[config.mk]
export PLATFORM = sky130hd
export DESIGN_NAME = sram_like_arbiter
export DESIGN_NICKNAME = d
export VERILOG_FILES = /design/src/rtl/mycpu_arb_pkg.sv /design/src/rtl/arb_owner_fifo.sv /design/src/rtl/sram_like_arbiter.sv
export SDC_FILE = /design/constraint.sdc
export NUM_CORES = 1
export LEC_CHECK = 0
export CAP_MARGIN = 20
export CORE_AREA = 2 2 122 124
export DETAILED_ROUTE_END_ITERATION = 8
export DIE_AREA = 0 0 124 126
export DONT_BUFFER_PORTS = 1
export GPL_TIMING_DRIVEN = 0
export PLACE_DENSITY = 0.32
export SLEW_MARGIN = 20
export SYNTH_ARGS = -nofsm -noshare
export SYNTH_HDL_FRONTEND = slang
export SYNTH_SLANG_ARGS = --single-unit
export TNS_END_PERCENT = 50
[constraint.sdc]
create_clock -name clk -period 5.3 [get_ports clk]
set_input_delay 1.06 -clock clk [delete_from_list [all_inputs] [get_ports clk]]
set_output_delay 1.06 -clock clk [all_outputs]
set_load 0.01 [all_outputs]
[src/rtl/mycpu_arb_pkg.sv]
// Shared definitions for the instruction/data SRAM-like port arbiter.
// Owner ids tag each accepted request so its response can be routed back.
// No ports; imported by arb_owner_fifo and sram_like_arbiter.
package mycpu_arb_pkg;

    localparam logic OWN_INST = 1'b0;
    localparam logic OWN_DATA = 1'b1;

    // Default depth of the owner FIFO (maximum accepted-but-unanswered requests).
    localparam int OUTSTANDING_DEF = 2;

endpackage

[src/rtl/arb_owner_fifo.sv]
// Synchronous 1-bit-wide FIFO holding the owner id of each outstanding request.
// Latency: push visible at dout one cycle later when empty; pop takes effect next edge.
// Backpressure: push ignored when full, pop ignored when empty; a same-cycle pop never frees room for a push.
// Ports: clk, reset (sync, active-high), push/din, pop/dout, full, empty.
module arb_owner_fifo
    import mycpu_arb_pkg::*;
#(
    parameter int DEPTH = OUTSTANDING_DEF
) (
    input  logic clk,
    input  logic reset,
    input  logic push,
    input  logic pop,
    input  logic din,
    output logic dout,
    output logic full,
    output logic empty
);

    localparam int PW = (DEPTH > 1) ? $clog2(DEPTH) : 1;
    localparam int CW = $clog2(DEPTH) + 1;

    logic [DEPTH-1:0] mem_q, mem_d;
    logic [PW-1:0]    wr_ptr_q, wr_ptr_d;
    logic [PW-1:0]    rd_ptr_q, rd_ptr_d;
    logic [CW-1:0]    count_q, count_d;
    logic             do_push, do_pop;

    function automatic logic [PW-1:0] next_ptr(input logic [PW-1:0] p);
        if (p == PW'(DEPTH - 1)) begin
            return '0;
        end
        return p + PW'(1);
    endfunction

    assign full  = (count_q == CW'(DEPTH));
    assign empty = (count_q == '0);
    assign dout  = mem_q[rd_ptr_q];

    always_comb begin
        mem_d    = mem_q;
        wr_ptr_d = wr_ptr_q;
        rd_ptr_d = rd_ptr_q;
        count_d  = count_q;
        // Fullness is judged on the registered count, so a pop cannot make room for a push in the same cycle.
        do_push  = push & ~full;
        do_pop   = pop & ~empty;
        if (do_push) begin
            mem_d[wr_ptr_q] = din;
            wr_ptr_d        = next_ptr(wr_ptr_q);
        end
        if (do_pop) begin
            rd_ptr_d = next_ptr(rd_ptr_q);
        end
        case ({do_push, do_pop})
            2'b10:   count_d = count_q + CW'(1);
            2'b01:   count_d = count_q - CW'(1);
            default: count_d = count_q;
        endcase
    end

    always_ff @(posedge clk) begin
        if (reset) begin
            mem_q    <= '0;
            wr_ptr_q <= '0;
            rd_ptr_q <= '0;
            count_q  <= '0;
        end else begin
            mem_q    <= mem_d;
            wr_ptr_q <= wr_ptr_d;
            rd_ptr_q <= rd_ptr_d;
            count_q  <= count_d;
        end
    end

endmodule

[src/rtl/sram_like_arbiter.sv]
// Shares one SRAM-like req/addr_ok/data_ok port between the instruction and data masters.
// Latency: zero-cycle combinational pass-through for requests and responses; only owner ids are stored.
// Backpressure: m_req drops while the owner FIFO is full; a request waiting for m_addr_ok is locked to its owner.
// Ports: clk, reset (sync, active-high); inst_* and data_* master ports; m_* slave port.
// Build option: define ARB_ROUND_ROBIN_EN for alternating grants on ties (default: DATA has priority).
module sram_like_arbiter
    import mycpu_arb_pkg::*;
#(
    parameter int OUTSTANDING = OUTSTANDING_DEF,
    parameter int ADDR_W      = 32
) (
    input  logic              clk,
    input  logic              reset,
    input  logic              inst_req,
    input  logic [3:0]        inst_wen,
    input  logic [ADDR_W-1:0] inst_addr,
    input  logic [ADDR_W-1:0] inst_wdata,
    output logic              inst_addr_ok,
    output logic              inst_data_ok,
    output logic [ADDR_W-1:0] inst_rdata,
    input  logic              data_req,
    input  logic [3:0]        data_wen,
    input  logic [ADDR_W-1:0] data_addr,
    input  logic [ADDR_W-1:0] data_wdata,
    output logic              data_addr_ok,
    output logic              data_data_ok,
    output logic [ADDR_W-1:0] data_rdata,
    output logic              m_req,
    output logic [3:0]        m_wen,
    output logic [ADDR_W-1:0] m_addr,
    output logic [ADDR_W-1:0] m_wdata,
    input  logic              m_addr_ok,
    input  logic              m_data_ok,
    input  logic [ADDR_W-1:0] m_rdata
);

    logic lock_q, lock_d;
    logic owner_q, owner_d;
    logic grant, owner, owner_req;
    logic accept, pop;
    logic fifo_full, fifo_empty, fifo_head;
`ifdef ARB_ROUND_ROBIN_EN
    logic last_owner_q, last_owner_d;
`endif

    always_comb begin
        // Unlocked grant; grant only ever names a requesting master when one exists.
        grant = OWN_INST;
`ifdef ARB_ROUND_ROBIN_EN
        if (inst_req && data_req) begin
            grant = ~last_owner_q;
        end else if (data_req) begin
            grant = OWN_DATA;
        end
`else
        if (data_req) begin
            grant = OWN_DATA;
        end
`endif
        // A request already presented but not yet accepted keeps its owner.
        owner     = lock_q ? owner_q : grant;
        owner_req = (owner == OWN_DATA) ? data_req : inst_req;
        m_req     = owner_req & ~fifo_full & ~reset;
        accept    = m_req & m_addr_ok;

        m_wen   = (owner == OWN_DATA) ? data_wen   : inst_wen;
        m_addr  = (owner == OWN_DATA) ? data_addr  : inst_addr;
        m_wdata = (owner == OWN_DATA) ? data_wdata : inst_wdata;

        inst_addr_ok = accept & (owner == OWN_INST);
        data_addr_ok = accept & (owner == OWN_DATA);

        // A data_ok with nothing outstanding is dropped rather than routed.
        pop          = m_data_ok & ~fifo_empty & ~reset;
        inst_data_ok = pop & (fifo_head == OWN_INST);
        data_data_ok = pop & (fifo_head == OWN_DATA);
        inst_rdata   = m_rdata;
        data_rdata   = m_rdata;

        lock_d  = lock_q;
        owner_d = owner;
        if (m_req && !m_addr_ok) begin
            lock_d = 1'b1;
        end else if (m_addr_ok) begin
            lock_d = 1'b0;
        end
`ifdef ARB_ROUND_ROBIN_EN
        last_owner_d = accept ? owner : last_owner_q;
`endif
    end

    always_ff @(posedge clk) begin
        if (reset) begin
            lock_q  <= 1'b0;
            owner_q <= OWN_INST;
`ifdef ARB_ROUND_ROBIN_EN
            last_owner_q <= OWN_DATA;
`endif
        end else begin
            lock_q  <= lock_d;
            owner_q <= owner_d;
`ifdef ARB_ROUND_ROBIN_EN
            last_owner_q <= last_owner_d;
`endif
        end
    end

    arb_owner_fifo #(
        .DEPTH (OUTSTANDING)
    ) u_owner_fifo (
        .clk   (clk),
        .reset (reset),
        .push  (accept),
        .pop   (pop),
        .din   (owner),
        .dout  (fifo_head),
        .full  (fifo_full),
        .empty (fifo_empty)
    );

`ifndef SYNTHESIS
    always_ff @(posedge clk) begin
        if (!reset) begin
            assert (!(m_data_ok && fifo_empty))
                else $error("sram_like_arbiter: m_data_ok with no outstanding request");
        end
    end
`endif

endmodule

Word level (Yosys, flattened, before mapping)

Cells that the tools add are included.

Bits in registers: 8
Output and inout bits: 137
Logic and storage cells: 60

$add $sub $neg: 4
Magnitude comparators: 3
Equality and inequality tests: 3
Multiplexer cells: 22
Bitwise logic cells: 16
Reduce and logical (&&, ||, !) cells: 6

Operators with widths:

| operator                                                              | number |
|---|---|
| 32-bit 2-to-1 mux                                                     | 2 |
| 1-bit 2-to-1 mux                                                      | 16 |
| 1-bit AND                                                             | 11 |
| 1-bit NOT                                                             | 5 |
| 2-bit == test (second input constant)                                 | 2 |
| 1-bit by 2-bit < comparator with 1-bit output (second input constant) | 2 |
| 4-bit 2-to-1 mux                                                      | 1 |
| 2-bit one-hot mux with 2 select lines                                 | 1 |
| 2-bit nonzero test                                                    | 2 |
| 1-bit adder (second input constant)                                   | 2 |
| 2-bit by 1-bit adder with 2-bit output (second input constant)        | 1 |
| 2-bit bitwise mux                                                     | 1 |
| 2-bit by 1-bit == test with 1-bit output (second input constant)      | 1 |
| 1-bit logical AND                                                     | 2 |
| 2-bit logical NOT                                                     | 1 |
| 2-bit by 1-bit subtractor with 2-bit output (second input constant)   | 1 |
| 1-bit demux with 1-bit select                                         | 1 |
| 1-bit greater-or-equal comparator (second input constant)             | 1 |
| 1-bit logical NOT                                                     | 1 |

Depth between registers and ports, before layout

Gate-level depths: netlist (run 1).

Word-level depth: 9
Gate-level depth with buffers: 7

Hierarchy

From an unflattened synthesis (run 1), not the netlist that was laid out.

Cells, all modules: 190
Area, all modules: 2048.2 µm²

By module, submodules not included:

| module            | times used | cells an instance | area an instance (µm²) | seq. area each (µm²) |
|---|---|---|---|---|
| sram_like_arbiter | 1          | 159               | 1756.7                 | 40.0 |
| arb_owner_fifo    | 1          | 31                | 291.5                  | 120.1 |

Worst setup path after synthesis (run 1)

No wires, ideal clock.

Path type: input to output
Start point: input port data_req
End point: output port data_addr_ok
Arrival time: 2.009 ns
Required time: 4.240 ns
Path slack: 2.231 ns
Cell stages on the path: 4
Cell sequence: mux2i_1 a2111oi_4 nand2_1 nor2_1

Word-level cells in the longest chain between the ends: 7

Ends and longest elaborated chain:

| element                  | line                    | RTL |
|---|---|---|
| start: declaration       | sram_like_arbiter.sv:21 | `input logic data_req,` |
| 1-bit 2-to-1 mux         | sram_like_arbiter.sv:56 | `if (data_req) begin` |
| 1-bit 2-to-1 mux         | sram_like_arbiter.sv:61 | `owner = lock_q ? owner_q : grant;` |
| 1-bit 2-to-1 mux *       | sram_like_arbiter.sv:62 | `owner_req = (owner == OWN_DATA) ? data_req : inst_req;` |
| 1-bit AND * (2 in a row) | sram_like_arbiter.sv:63 | `m_req = owner_req & ~fifo_full & ~reset;` |
| named net m_req          | sram_like_arbiter.sv:28 | `output logic m_req,` |
| 1-bit AND *              | sram_like_arbiter.sv:64 | `accept = m_req & m_addr_ok;` |
| 1-bit AND *              | sram_like_arbiter.sv:71 | `data_addr_ok = accept & (owner == OWN_DATA);` |
| end: declaration         | sram_like_arbiter.sv:25 | `output logic data_addr_ok,` |

Mark *: on every way through the listed nets, which the timed path passes. The rest lies on a longest branch.

Final worst setup path (run 1)

Start point: input port data_req
End point: output port m_addr[2]

Word-level cells in the longest chain between the ends: 3

Ends and longest elaborated chain:

| element           | line                    | RTL |
|---|---|---|
| 1-bit 2-to-1 mux  | sram_like_arbiter.sv:56 |  |
| 1-bit 2-to-1 mux  | sram_like_arbiter.sv:61 |  |
| 32-bit 2-to-1 mux | sram_like_arbiter.sv:67 | `m_addr = (owner == OWN_DATA) ? data_addr : inst_addr;` |
| end: declaration  | sram_like_arbiter.sv:30 | `output logic [ADDR_W-1:0] m_addr,` |

Every way passes these cells.

==> flow_metrics.tcl, run 1 <==
set metrics [dict create \
    status "completed" \
    setup_violations 0 \
    cts_buffers 3 \
    ios 311 \
    finalMaxSlewViolations 0 \
    layout_commonest_cell "mux2_2" \
    htree_levels 1 \
    slew_headroom_pct 50.28 \
    via_count 1341 \
    row_count 44 \
    die_area_um2 15620 \
    drt_iter0_markers 25 \
    synth_cells 182 \
    slowest_delay_ps 570 \
    criticalPathCategory "primary input to output port" \
    fin_skew_ps 0.8062 \
    powerDensity_nw_per_um2 197.4 \
    first_pass_iters 4 \
    start_util_pct 11.79 \
    insertion_delay_ps 230 \
    p_int_uw 259.3 \
    cp_slowest_cell "mux2i_2" \
    drive_gt1_share_pct 78.38 \
    root_buffer "clkbuf_16" \
    placed_cells_incl_taps 366 \
    crit_start "data_req" \
    wl_per_cell_um 15.66 \
    hold_violations 0 \
    drtAntennaViolNets 0 \
    fin_setup_tns_ps 0 \
    p_sw_share_pct 34.38 \
    portBuffers 0 \
    cp-start-kind "primary input" \
    fmax_mhz 284.6 \
    avgSynthCellArea_um2 9.274 \
    synth_nets 357 \
    ctsResizeCount 0 \
    total_power_uw 395.2 \
    first_global_vias 1229 \
    syn_area_um2 1688 \
    post_layout_nonfiller_instances 371 \
    gr-total-overflow 0 \
    switchingPower_uw 135.9 \
    drc 0 \
    critPathMaxFanout 10 \
    yosys_warnings 0 \
    die_w_um 124 \
    cts_num_sinks 8 \
    yosysSeqAreaShare_pct 9.489 \
    holdWs_ps 503.3 \
    global_route.usage.total_pct 5.885 \
    path_cells "mux2i_2 > buf_2 > mux2_2" \
    antenna_found_initial 2 \
    rsz0062_at_grt "no" \
    rr_startpoint "owner_q$_SDFF_PP0_" \
    fill_cells 1599 \
    cts_tree "yes" \
    ys_ff_latch 8 \
    power_frac_clock_pct 31.7 \
    comb_power_share_pct 50.6 \
    wl_um 5811 \
    hp-start "u_owner_fifo.count_q[1]$_SDFFE_PP0P_" \
    clkTransAtPathRegs_ps 40 \
    die_h_um 126 \
    gp_congestion 0.7662 \
    seq_power_share_pct 17.7 \
    grt_max_degree 11 \
    maxCapViolations 0 \
    power.leakage_nw 0.7993 \
    final_cell_mix "mux2_2, buf_4, dfxtp_1" \
    fin_crit_ps 3514 \
    worst_pin_slew_ps 731.3 \
    period_share_pct 66.30 \
    core_area_um2 14310 \
    hold_class "register to register" \
    ctsHoldBuffers 0 \
    nets 362 \
    cp.required_ps 4240 \
    synth.distinct_cells 24 \
    dp_hpwl_um 5329 \
    viasPerCell 3.615 \
    post_cts_buffers 0 \
    syn2layout_area_growth_pct 18.61 \
    grt_pass1_wl_um 6637 \
    clockBufferDepth 2 \
    crit_arrival_ps 2450 \
    ir_drop_uv 88.44 \
    cp-end-kind "output port" \
]
-- logic make-up after synthesis --
kind of cell	after synthesis	share of synthesized area, %
buf+inv	73	30.99
mux	73	48.48
simple gates	17	5.041
flops	8	9.488
compound gates	7	3.706
xor+xnor	3	1.557
fa+ha+maj	1	0.7412
-- flip-flops by register name (all words and copies together) (netlist names) --
name / cells
u_owner_fifo.rd_ptr_q: 1
lock_q: 1
u_owner_fifo.mem_q: 2
u_owner_fifo.count_q: 2
owner_q: 1
u_owner_fifo.wr_ptr_q: 1
-- per-stage QoR --
step,instance area [µm²],util [%],setup WS (ps)
6_report,2002,13.99,1786
5_1_grt,2002,13.99,1573
4_1_cts,1997,13.95,1580
3_5_place_dp,1922,13.43,1585
3_3_place_gp,1918,13.40,1237
2_1_floorplan,1688,-,2231
-- power by group through the flow --
stage / clock (mW) / sequential, mW / combinational [mW]
5_1_grt: 0.130 / 0.0708 / 0.216
4_1_cts: 0.129 / 0.0700 / 0.205
2_1_floorplan: 0 / 0.0697 / 0.177
6_report: 0.125 / 0.0700 / 0.200
3_3_place_gp: 0 / 0.0708 / 0.206
3_5_place_dp: 0 / 0.0709 / 0.204
-- per-layer routing --
layer | vias to the layer above | track usage (%) | share of wire [%]
met5 | - | 0 | 0
met4 | 0 | 2.181 | 1.7
met3 | 6 | 0.3623 | 10
met2 | 184 | 12.57 | 57
met1 | 580 | 5.583 | 31
li1 | 571 | - | -
-- cell type report --
| type | count | area (µm²) | share of cell area (%) |
|---|---|---|---|
| Antenna cell | 2 | 5.005 | 0.2500 |
| Clock buffer | 3 | 75.07 | 3.750 |
| Multi-Input combinational cell | 101 | 1008 | 50.38 |
| Inverter | 1 | 3.754 | 0.1875 |
| Tap cell | 184 | 230.2 | 11.50 |
| Sequential cell | 8 | 160.2 | 8.000 |
| Buffer | 72 | 519.2 | 25.94 |
-- critical path, delay by kind of cell --
| family | cells | cell delay [ps] |
|---|---|---|
| muxes | 2 | 990 |
| buffers and inverters | 1 | 400 |
-- path summary, 6_finish.rpt --
kind	cells past startpoint	slack [ps]	end
hold reg to reg	2	500	u_owner_fifo.count_q[1]$_SDFFE_PP0P_
hold / removal	2	500	u_owner_fifo.count_q[1]$_SDFFE_PP0P_
setup reg to reg	6	3000	u_owner_fifo.count_q[1]$_SDFFE_PP0P_
setup / recovery	3	1790	m_addr[2]
-- synthesized netlist by cell type (all sizes together) --
library cell | instances | area share (%)
buf | 71 | 31
mux2 | 70 | 47
dfxtp | 8 | 9.5
nor2 | 7 | 1.6
a21oi | 3 | 0.89
mux2i | 3 | 1.8
nor2b | 3 | 1.1
o21ai | 2 | 0.59
xor2 | 2 | 1.0
a2111oi | 1 | 1.6
a21bo | 1 | 0.59
and2 | 1 | 0.37
and3 | 1 | 0.37
clkbuf | 1 | 0.22
ha | 1 | 0.74
inv | 1 | 0.22
nand2 | 1 | 0.22
nand3 | 1 | 0.30
nand3b | 1 | 0.44
nor3 | 1 | 0.30
or3 | 1 | 0.37
xnor2 | 1 | 0.52
Note: power is estimated with default switching activity, not from simulation.
==> inputs of run 2 (changes only) <==
Settings changed: ABC_AREA set to 1, CORE_AREA 2 2 122 124 to 2 2 121 123, DIE_AREA 0 0 124 126 to 0 0 123 125, PLACE_DENSITY 0.32 to 0.33.
Clock period 5.3 ns to 3.4 ns, I/O delays scaled along.
==> run 2 against run 1 <==
- non-clock buffer count grew 6
- sequential power is 51% higher
- critical path depth grew 3
- synthesized area is 4.7% higher
- synthesized cell count up 88%
==> flow_metrics.tcl, run 2 <==
set metrics [dict create \
    status "completed" \
    holdWs_ps 461.7 \
    clockBufferDepth 2 \
    fin_area_um2 2073 \
    slew_headroom_pct 78.39 \
    gp_congestion 0.7336 \
    layout_commonest_cell "nand2_1" \
    wl_um 6697 \
    maxCapViolations 0 \
    cp_top_family "buffers and inverters" \
    ctsResizeCount 0 \
    hold_class "register to register" \
    worst_pin_slew_ps 324.1 \
    insertion_delay_ps 230 \
    path_cells "nand2_2 > nand2_2 > inv_2 > buf_4 > nand2_1 > nand2_1" \
    viasPerCell 3.694 \
    ctsHoldBuffers 0 \
    fin_setup_tns_ps 0 \
    drc 0 \
    grt_pass1_wl_um 8459 \
    setup_violations 0 \
    root_buffer "clkbuf_16" \
    ys_ff_latch 8 \
    powerDensity_nw_per_um2 306.5 \
    syn2layout_area_growth_pct 17.27 \
    yosysMostFrequentCell "nand2_1" \
    fin_crit_ps 2338 \
    synth_cells 342 \
    row_count 44 \
    cp-start-kind "primary input" \
    cp.required_ps 2720 \
    avgSynthCellArea_um2 5.169 \
    dp_hpwl_um 5759 \
    syn_area_um2 1768 \
    fill_cells 1652 \
    final_cell_mix "nand2_1, buf_4, inv_1, dfxtp_1" \
    synth_top_cell_area_share_pct 45.01 \
    wl_per_cell_um 12.66 \
    drtAntennaViolNets 0 \
    nets 522 \
    finalMaxSlewViolations 0 \
    cts_tree "yes" \
    portBuffers 0 \
    slowest_delay_ps 280 \
    global_route.usage.total_pct 7.260 \
    first_global_vias 1643 \
    cp-end-kind "output port" \
    synth_nets 517 \
    drive_gt1_share_pct 26.67 \
    core_area_um2 14200 \
    cts_buffers 3 \
    cts_num_sinks 8 \
    antenna_found_initial 0 \
    cp_slowest_cell "buf_4" \
    ios 311 \
    crit_buf_inv 2 \
    htree_levels 1 \
    via_count 1954 \
    synth_commonest_cells "nand2_1, buf_4, dfxtp_1, inv_1" \
    synth_top_flop_cell "dfxtp_1" \
    yosysSeqAreaShare_pct 9.059 \
    fmax_mhz 427.7 \
    yosys-top-cells-area "nand2_1, buf_4, dfxtp_1" \
    synth.distinct_cells 21 \
    synth-edff-count 0 \
    die_w_um 123 \
    hold_violations 0 \
    fin_skew_ps 0.7737 \
    first_pass_iters 4 \
    die_area_um2 15380 \
    post_dp_cell_area_um2 1998 \
    largestRegisters "u_owner_fifo.count_q (2), u_owner_fifo.mem_q (2)" \
    crit_arrival_ps 1660 \
    gr-total-overflow 0 \
    yosysTopAreaCell "nand2_1" \
    post_cts_buffers 0 \
    period_share_pct 68.76 \
    ir_drop_uv 130.8 \
    drt_iter0_markers 63 \
    power.leakage_nw 1.207 \
    yosys_warnings 0 \
    grt_max_degree 11 \
    async_reset_ff_share_pct 0 \
    critPathMaxFanout 10 \
    clkTransAtPathRegs_ps 40 \
    fin_util_pct 14.60 \
    start_util_pct 12.45 \
    antenna_cells 0 \
    criticalPathCategory "primary input to output port" \
    rsz0062_at_grt "no" \
    die_h_um 125 \
    total_power_uw 635.5 \
]
==> run 2: cell count changes after synthesis, moves of 7 or more <==
cell,previous run,this run
buf_4,64,71
inv_1,1,8
mux2_2,68,0
nand2_1,1,212
==> run 2: routing by layer <==
layer,global-route usage [%],wire [µm]
met5,0,0
met4,0.8690,17
met1,7.707,2423
met2,15.21,3642
met3,0.7299,614
==> run 2: power breakdown <==
part           internal [mW]  switching, mW  leakage [nW]
Clock                  0.152         0.0454        0.0370
Combinational          0.114          0.219          1.10
Sequential             0.101        0.00536        0.0655
Total                  0.366          0.269          1.21
==> run 2: final cells by class <==
type	instances	area [µm²]	share of cell area (%)
clock buffer	3	75.07	3.621
inverter	11	41.29	1.992
multi-input combinational	245	998.5	48.16
buffer	78	568.0	27.40
tap	184	230.2	11.10
sequential	8	160.2	7.725
==> run 2: cell families after synthesis <==
logic type,after synthesis,synth area share [%]
and+or+nand+nor,232,51.52
buffers and inverters,89,34.47
AOI/OAI and AO/OA,11,3.751
DFF,8,9.059
xor gates and xnor gates,1,0.4955
adders and majority gates,1,0.7076
==> run 2: metrics by stage <==
stage,setup slack (ps),std cells
floorplan,1484,342
detailed placement,920.3,526
global placement,942.2,526
finish,1062,529
global route,851.1,529
CTS,916.4,529
==> run 2: tightest hold or removal path: cells and delay by family, from the launching register on <==
family	cells	cell delay [ps]
simple gates	2	110
flops	1	300
==> run 2: worst paths after layout <==
path	startpoint	to	depth (start not counted)	slack, ps
setup / recovery	data_req	m_addr[28]	6	1060
hold / removal	u_owner_fifo.mem_q[1]$_SDFFE_PP0P_	u_owner_fifo.mem_q[1]$_SDFFE_PP0P_	2	460
setup reg to reg	u_owner_fifo.count_q[0]$_SDFFE_PP0P_	u_owner_fifo.count_q[1]$_SDFFE_PP0P_	7	1920
hold reg to reg	u_owner_fifo.mem_q[1]$_SDFFE_PP0P_	u_owner_fifo.mem_q[1]$_SDFFE_PP0P_	2	460
